### src/rtl/hub75_capture.sv
// HUB75 receive-side capture: oversamples the panel pins, rebuilds each latched row pair
// into a ready/valid pixel stream. Define HUB75_CAPTURE_ERR_EN to include the sticky error flags.
module hub75_capture #(
  parameter int NUM_ROWS    = 32,
  parameter int NUM_COLS    = 64,
  parameter int SYNC_STAGES = 2
) (
  input  logic                        clk_in,
  input  logic                        n_reset_in,
  input  logic                        bit_clk_in,
  input  logic                        latch_in,
  input  logic                        output_enable_in,
  input  logic [$clog2(NUM_ROWS)-2:0] addr_in,
  input  logic [2:0]                  rgb_top_in,
  input  logic [2:0]                  rgb_bot_in,
  output logic                        px_valid_out,
  input  logic                        px_ready_in,
  output logic [$clog2(NUM_ROWS)-1:0] px_row_out,
  output logic [$clog2(NUM_COLS)-1:0] px_col_out,
  output logic [2:0]                  px_rgb_out,
  output logic                        frame_done_out,
  input  logic                        clear_err_in,
  output logic                        col_err_out,
  output logic                        overrun_err_out,
  output logic                        blank_err_out
);

  localparam int ROW_W  = $clog2(NUM_ROWS);
  localparam int COL_W  = $clog2(NUM_COLS);
  localparam int ADDR_W = ROW_W - 1;
  localparam int BEATS  = 2 * NUM_COLS;
  localparam int BEAT_W = $clog2(BEATS + 1);
  localparam int CNT_W  = $clog2(NUM_COLS + 2);
  localparam int SYNC_W = 3 + ADDR_W + 6;

  typedef enum logic [0:0] {
    ST_IDLE = 1'b0,
    ST_DUMP = 1'b1
  } state_t;

  logic [SYNC_W-1:0] pins_s;
  logic [SYNC_W-1:0] sync_r [SYNC_STAGES];
  logic              bclk_s;
  logic              latch_s;
  logic              oe_s;
  logic [ADDR_W-1:0] addr_s;
  logic [2:0]        top_s;
  logic [2:0]        bot_s;

  logic              bclk_q_r;
  logic              latch_q_r;
  logic              bit_rise_r;
  logic              latch_rise_r;
  logic              oe_d_r;
  logic [ADDR_W-1:0] addr_d_r;
  logic [2:0]        top_d_r;
  logic [2:0]        bot_d_r;

  logic [2:0]        shift_top_r [NUM_COLS];
  logic [2:0]        shift_bot_r [NUM_COLS];
  logic [2:0]        hold_top_r  [NUM_COLS];
  logic [2:0]        hold_bot_r  [NUM_COLS];
  logic [CNT_W-1:0]  bit_cnt_r;
  logic [ADDR_W-1:0] row_base_r;
  logic [BEAT_W-1:0] beat_r;

  state_t            state_r;
  state_t            state_nx_s;
  logic              capture_s;
  logic              issue_s;
  logic              accept_s;
  logic              done_s;
  logic [COL_W-1:0]  issue_col_s;
  logic              issue_half_s;
  logic [2:0]        issue_rgb_s;

  logic              px_valid_r;
  logic [ROW_W-1:0]  px_row_r;
  logic [COL_W-1:0]  px_col_r;
  logic [2:0]        px_rgb_r;
  logic              px_last_frame_r;
  logic              frame_done_r;

  assign pins_s = {bit_clk_in, latch_in, output_enable_in, addr_in, rgb_top_in, rgb_bot_in};
  assign {bclk_s, latch_s, oe_s, addr_s, top_s, bot_s} = sync_r[SYNC_STAGES-1];

  // Synchronize every panel pin through an equal-depth chain so clock and data stay aligned
  always_ff @(posedge clk_in or negedge n_reset_in) begin
    if (!n_reset_in) begin
      for (int i = 0; i < SYNC_STAGES; i++) sync_r[i] <= '0;
    end else begin
      sync_r[0] <= pins_s;
      for (int i = 1; i < SYNC_STAGES; i++) sync_r[i] <= sync_r[i-1];
    end
  end

  // Edge detect stage; data, OE and address are delayed alongside so events see aligned values
  always_ff @(posedge clk_in or negedge n_reset_in) begin
    if (!n_reset_in) begin
      bclk_q_r     <= 1'b0;
      latch_q_r    <= 1'b0;
      bit_rise_r   <= 1'b0;
      latch_rise_r <= 1'b0;
      oe_d_r       <= 1'b0;
      addr_d_r     <= '0;
      top_d_r      <= 3'b000;
      bot_d_r      <= 3'b000;
    end else begin
      bclk_q_r     <= bclk_s;
      latch_q_r    <= latch_s;
      bit_rise_r   <= bclk_s & ~bclk_q_r;
      latch_rise_r <= latch_s & ~latch_q_r;
      oe_d_r       <= oe_s;
      addr_d_r     <= addr_s;
      top_d_r      <= top_s;
      bot_d_r      <= bot_s;
    end
  end

  // Column shift registers: new bit enters at the far end, so the first bit lands at column 0
  always_ff @(posedge clk_in or negedge n_reset_in) begin
    if (!n_reset_in) begin
      for (int i = 0; i < NUM_COLS; i++) begin
        shift_top_r[i] <= 3'b000;
        shift_bot_r[i] <= 3'b000;
      end
    end else if (bit_rise_r) begin
      for (int i = 0; i < NUM_COLS - 1; i++) begin
        shift_top_r[i] <= shift_top_r[i+1];
        shift_bot_r[i] <= shift_bot_r[i+1];
      end
      shift_top_r[NUM_COLS-1] <= top_d_r;
      shift_bot_r[NUM_COLS-1] <= bot_d_r;
    end
  end

  // Bit counter: cleared by any latch, saturates one past the expected width
  always_ff @(posedge clk_in or negedge n_reset_in) begin
    if (!n_reset_in) begin
      bit_cnt_r <= '0;
    end else if (latch_rise_r) begin
      bit_cnt_r <= bit_rise_r ? CNT_W'(1) : CNT_W'(0);
    end else if (bit_rise_r && (bit_cnt_r != CNT_W'(NUM_COLS + 1))) begin
      bit_cnt_r <= bit_cnt_r + CNT_W'(1);
    end
  end

  assign capture_s = latch_rise_r && (state_r == ST_IDLE);
  assign accept_s  = px_valid_r && px_ready_in;
  assign issue_s   = (state_r == ST_DUMP) && (beat_r != BEAT_W'(BEATS)) && (!px_valid_r || px_ready_in);
  assign done_s    = (state_r == ST_DUMP) && (beat_r == BEAT_W'(BEATS)) && accept_s;

  // FSM state register
  always_ff @(posedge clk_in or negedge n_reset_in) begin
    if (!n_reset_in) begin
      state_r <= ST_IDLE;
    end else begin
      state_r <= state_nx_s;
    end
  end

  // FSM next state: DUMP lasts until the final beat has left the output register
  always_comb begin
    state_nx_s = state_r;
    case (state_r)
      ST_IDLE: begin
        if (capture_s) state_nx_s = ST_DUMP;
        else           state_nx_s = ST_IDLE;
      end
      ST_DUMP: begin
        if (done_s) state_nx_s = ST_IDLE;
        else        state_nx_s = ST_DUMP;
      end
      default: state_nx_s = ST_IDLE;
    endcase
  end

  // Beat payload selection: first half of the beats is the top buffer, second half the bottom
  always_comb begin
    issue_col_s  = beat_r[COL_W-1:0];
    issue_half_s = beat_r[COL_W];
    if (issue_half_s) issue_rgb_s = hold_bot_r[issue_col_s];
    else              issue_rgb_s = hold_top_r[issue_col_s];
  end

  // Holding buffer and row base are written only when a latch is accepted from IDLE
  always_ff @(posedge clk_in or negedge n_reset_in) begin
    if (!n_reset_in) begin
      for (int i = 0; i < NUM_COLS; i++) begin
        hold_top_r[i] <= 3'b000;
        hold_bot_r[i] <= 3'b000;
      end
      row_base_r <= '0;
    end else if (capture_s) begin
      for (int i = 0; i < NUM_COLS; i++) begin
        hold_top_r[i] <= shift_top_r[i];
        hold_bot_r[i] <= shift_bot_r[i];
      end
      row_base_r <= addr_d_r;
    end
  end

  // Beat index advances each time a beat moves into the output register
  always_ff @(posedge clk_in or negedge n_reset_in) begin
    if (!n_reset_in) begin
      beat_r <= '0;
    end else if (capture_s) begin
      beat_r <= '0;
    end else if (issue_s) begin
      beat_r <= beat_r + BEAT_W'(1);
    end
  end

  // Registered output beat; payload holds while stalled
  always_ff @(posedge clk_in or negedge n_reset_in) begin
    if (!n_reset_in) begin
      px_valid_r      <= 1'b0;
      px_row_r        <= '0;
      px_col_r        <= '0;
      px_rgb_r        <= 3'b000;
      px_last_frame_r <= 1'b0;
      frame_done_r    <= 1'b0;
    end else begin
      frame_done_r <= accept_s && px_last_frame_r;
      if (issue_s) begin
        px_valid_r      <= 1'b1;
        px_row_r        <= {issue_half_s, row_base_r};
        px_col_r        <= issue_col_s;
        px_rgb_r        <= issue_rgb_s;
        px_last_frame_r <= (beat_r == BEAT_W'(BEATS - 1)) &&
                           (row_base_r == ADDR_W'(NUM_ROWS / 2 - 1));
      end else if (accept_s) begin
        px_valid_r      <= 1'b0;
        px_last_frame_r <= 1'b0;
      end
    end
  end

  assign px_valid_out   = px_valid_r;
  assign px_row_out     = px_row_r;
  assign px_col_out     = px_col_r;
  assign px_rgb_out     = px_rgb_r;
  assign frame_done_out = frame_done_r;

`ifdef HUB75_CAPTURE_ERR_EN
  logic overrun_s;
  logic col_err_r;
  logic overrun_err_r;
  logic blank_err_r;

  assign overrun_s = latch_rise_r && (state_r == ST_DUMP);

  // Sticky error flags; a set in the same cycle as a clear takes priority
  always_ff @(posedge clk_in or negedge n_reset_in) begin
    if (!n_reset_in) begin
      col_err_r     <= 1'b0;
      overrun_err_r <= 1'b0;
      blank_err_r   <= 1'b0;
    end else begin
      if (capture_s && (bit_cnt_r != CNT_W'(NUM_COLS))) col_err_r <= 1'b1;
      else if (clear_err_in)                             col_err_r <= 1'b0;

      if (overrun_s)         overrun_err_r <= 1'b1;
      else if (clear_err_in) overrun_err_r <= 1'b0;

      if (capture_s && !oe_d_r) blank_err_r <= 1'b1;
      else if (clear_err_in)    blank_err_r <= 1'b0;
    end
  end

  assign col_err_out     = col_err_r;
  assign overrun_err_out = overrun_err_r;
  assign blank_err_out   = blank_err_r;
`else
  logic unused_err_s;

  assign unused_err_s    = clear_err_in ^ oe_d_r;
  assign col_err_out     = 1'b0;
  assign overrun_err_out = 1'b0;
  assign blank_err_out   = 1'b0;
`endif

endmodule

### config.mk
export PLATFORM = sky130hd
export DESIGN_NAME = hub75_capture
export DESIGN_NICKNAME = d
export VERILOG_FILES = /design/src/rtl/hub75_capture.sv
export SDC_FILE = /design/constraint.sdc
export NUM_CORES = 1
export LEC_CHECK = 0
export ABC_CLOCK_PERIOD_IN_PS = 4150
export BUFFER_PORTS_ARGS = -buffer_cell sky130_fd_sc_hd__buf_2
export CORE_UTILIZATION = 34
export DETAILED_ROUTE_END_ITERATION = 6
export PLACE_DENSITY = 0.47
export SYNTH_ARGS = -nofsm -noshare
export SYNTH_HDL_FRONTEND = slang
export SYNTH_SLANG_ARGS = --single-unit
### constraint.sdc
create_clock -name clk_in -period 4.15 [get_ports clk_in]
set_input_delay 0.2075 -clock clk_in [delete_from_list [all_inputs] [get_ports clk_in]]
set_output_delay 0.2075 -clock clk_in [all_outputs]
set_load 0.01 [all_outputs]
==> out/metrics.cfg <==
[finish]
nets = 2165
layout_common_cells = dfrtp_1 (833), mux2_2 (773), clkbuf_16 (95), mux2i_1 (63), mux4_2 (54)
fillers = 9087
area_growth_syn_to_layout_pct = 15.24
final_cells = 3509
final_common_cell = dfrtp_1
insertedDiodeCount = 0
layout-drive-gt1-share_pct = 48.51

[critical_path]
end_kind = flop
path_class = flop to flop
crit_fanout = 20
r2r_setup_slack_ps = 1070
reg2regPathDepth = 6
reg2reg_to = px_rgb_out[0]
start_kind = flop
rr_startpoint = beat_r[0]
critPathArrivalTime_ps = 3590
worstPathRequired_ps = 4660

[floorplan]
die_h_um = 316.7
dieWidth_um = 316.7
core_sq_mm = 0.09828
placementRows = 115
start_util_pct = 34.27
io_pins = 36
die-area_sq_mm = 0.1003

[sta]
fin_crit_ps = 3080
hold_viol_final = 0
finalCritPeriodShare_pct = 74.21
max_freq_mhz = 324.7
fin_skew_ps = 26.15
finalSetupTns_ps = 0
whs_ps = 193.1
setup_violations = 0
maxSlewHeadroom_pct = 37.67
fin_ws_ps = 1070
final_max_slew_viol_count = 0
rsz0062_at_grt = no
tightest_slew_ps = 934.9

[clock_tree]
tritoncts = yes
numClockSinks = 836
cts_buffers = 94
clockRootBuffer = clkbuf_16
clkLatencyLatePin_ps = 670
path_clk_slew_ps = 60
clock_path_buffers = 3
cts_max_level = 3

[detailed_routing]
drtIter0Drc = 693
routedWlPerCell_um = 19.72
drc = 0
postRouteAntennaNets = 0
drtPass1Iterations = 4
avgViaCountPerCell = 4.924
vias = 17280
wl_um = 69210

[flow_run]
max-cap-violations = 0

[synth]
syn_inst = 2075
synth_area_per_cell_sq_um = 16.23
ys_warn_count = 0
synth_area_sq_mm = 0.03368
synth_enable_flop_cells = 0
async_reset_ff_share_pct = 100.0
synth_top_area_cell = dfrtp_1
ys_seq_area_share_pct = 62.11
synth.top_cells.by_area = dfrtp_1 (62%), mux2_2 (26%), mux4_2 (3.6%)
synth_cell_type_count = 52
ys_seq_elements = 836
synth_flop_cell = dfrtp_1
yosys.area.top_type_share_pct = 62.11

[place]
place_congestion = 0.7179
place_ws_ps = 983.0
dp_hpwl_um = 41710
place_inst = 3323
port_buffers = 30

[pwr]
switching_share_pct = 26.96
peakVddDrop_v = 0.0003215
seq_power_share_pct = 46.0
leakage_uw = 0.01866
combPwrFrac_pct = 12.6
cellPowerDensity_mw_per_mm2 = 515.5
pwr-share-clk_pct = 41.4
net-switching-power_uw = 5394
p_int_uw = 14620

[worst_hold_path]
hp-class = input pin to asynchronous set/reset pin

[global_routing]
grt_max_degree = 105
overflow = 0
gr-usage-all-layers_pct = 14.41
antenna_found_initial = 0
grt_pass1_wl_um = 112700
grt_pass1_vias = 19050

[outcome]
status = finished clean

-- how the worst max path moves through the flow --
stage          startpoint       endpoint  slack (ps)  cells past startpoint
2_1_floorplan   beat_r[0]      beat_r[6]        1610                     12
3_3_place_gp    beat_r[0]  px_rgb_out[0]        1030                      6
3_5_place_dp    beat_r[0]  px_rgb_out[0]         980                      6
4_1_cts         beat_r[0]  px_rgb_out[0]         960                      6
5_1_grt         beat_r[0]  px_rgb_out[0]         860                      6
6_report        beat_r[0]  px_rgb_out[0]        1070                      6
-- kinds of logic after synthesis --
| logic type | share of synthesized area (%) |
|---|---|
| XOR/XNOR | 0.1560 |
| AO/OA/AOI/OAI | 2.210 |
| AND/OR/NAND/NOR | 1.252 |
| multiplexers | 32.26 |
| other | 0.01113 |
| buffers and inverters | 1.924 |
| adder cells (fa/ha/maj) | 0.07428 |
| flip-flops | 62.11 |
-- flip-flops by register name, indices dropped and copies added (netlist names), 3 cells and up --
signal and cells:
shift_top_r 192, addr_s 4, shift_bot_r 192, px_row_out 5
beat_r 8, addr_d_r 4, sync_r 15, px_col_out 6
hold_top_r 192, bot_d_r 3, px_rgb_out 3, hold_bot_r 192
top_d_r 3, row_base_r 4, bot_s 3
-- synthesized netlist by cell type (all sizes together), types with 5 or more instances --
library cell / number
a211oi: 6
a21oi: 22
a221oi: 6
a22oi: 17
buf: 39
clkbuf: 91
dfrtp: 836
inv: 6
mux2: 773
mux2i: 63
mux4: 66
nand2: 45
nand3: 5
nor2: 12
nor2b: 7
nor3: 5
o21ai: 10
o221ai: 11
o22ai: 13
xnor2: 5
-- cell type report --
class	instances	area [sq um]	area share, %
Timing Repair Buffer	103	993.5	2.559
Tap cell	1287	1610	4.149
Clock buffer	135	2688	6.924
Inverter	7	26.28	0.06769
Clock inverter	37	431.7	1.112
Multi-Input combinational cell	1104	12130	31.26
Sequential cell	836	20930	53.93
-- critical path, cell delays in order (launching register included) --
cell	delay [ps]
dfrtp_4	680
buf_4	450
mux4_2	590
a221oi_1	270
a211oi_1	170
a311oi_1	600
o31ai_1	150
-- power groups by stage --
stage	clock network, uW	logic, uW	registers, uW
finish	8280	2520	9210
global route	8920	2750	9290
CTS	8580	2620	9210
detailed placement	0	2600	9360
global placement	0	2550	9340
floorplan	0	1600	9030
-- repair_timing --
item,CTS,global route
buffers inserted,0,0
gates resized for setup,0,0
hold endpoints to repair,99,0
hold buffers,14,0
-- routing by layer --
layer | share of wire, % | up-vias | track usage, % | wire length (um)
met5 | 0 | - | 0 | 0
met2 | 47 | 197 | 22.80 | 32430
met4 | 2.2 | 0 | 4.185 | 1498
met3 | 4.0 | 94 | 2.713 | 2788
li1 | - | 7740 | - | -
met1 | 47 | 9249 | 20.19 | 32490
-- stage by stage --
step	total power (uW)	utilization, %	instance area (sq um)
finish	20010	39.50	38810
detailed placement	11960	36.18	35560
floorplan	10620	-	33690
global route	20960	39.50	38810
CTS	20420	39.50	38810
global placement	11890	36.18	35560
No activity file was read; power rests on OpenSTA's default activity.
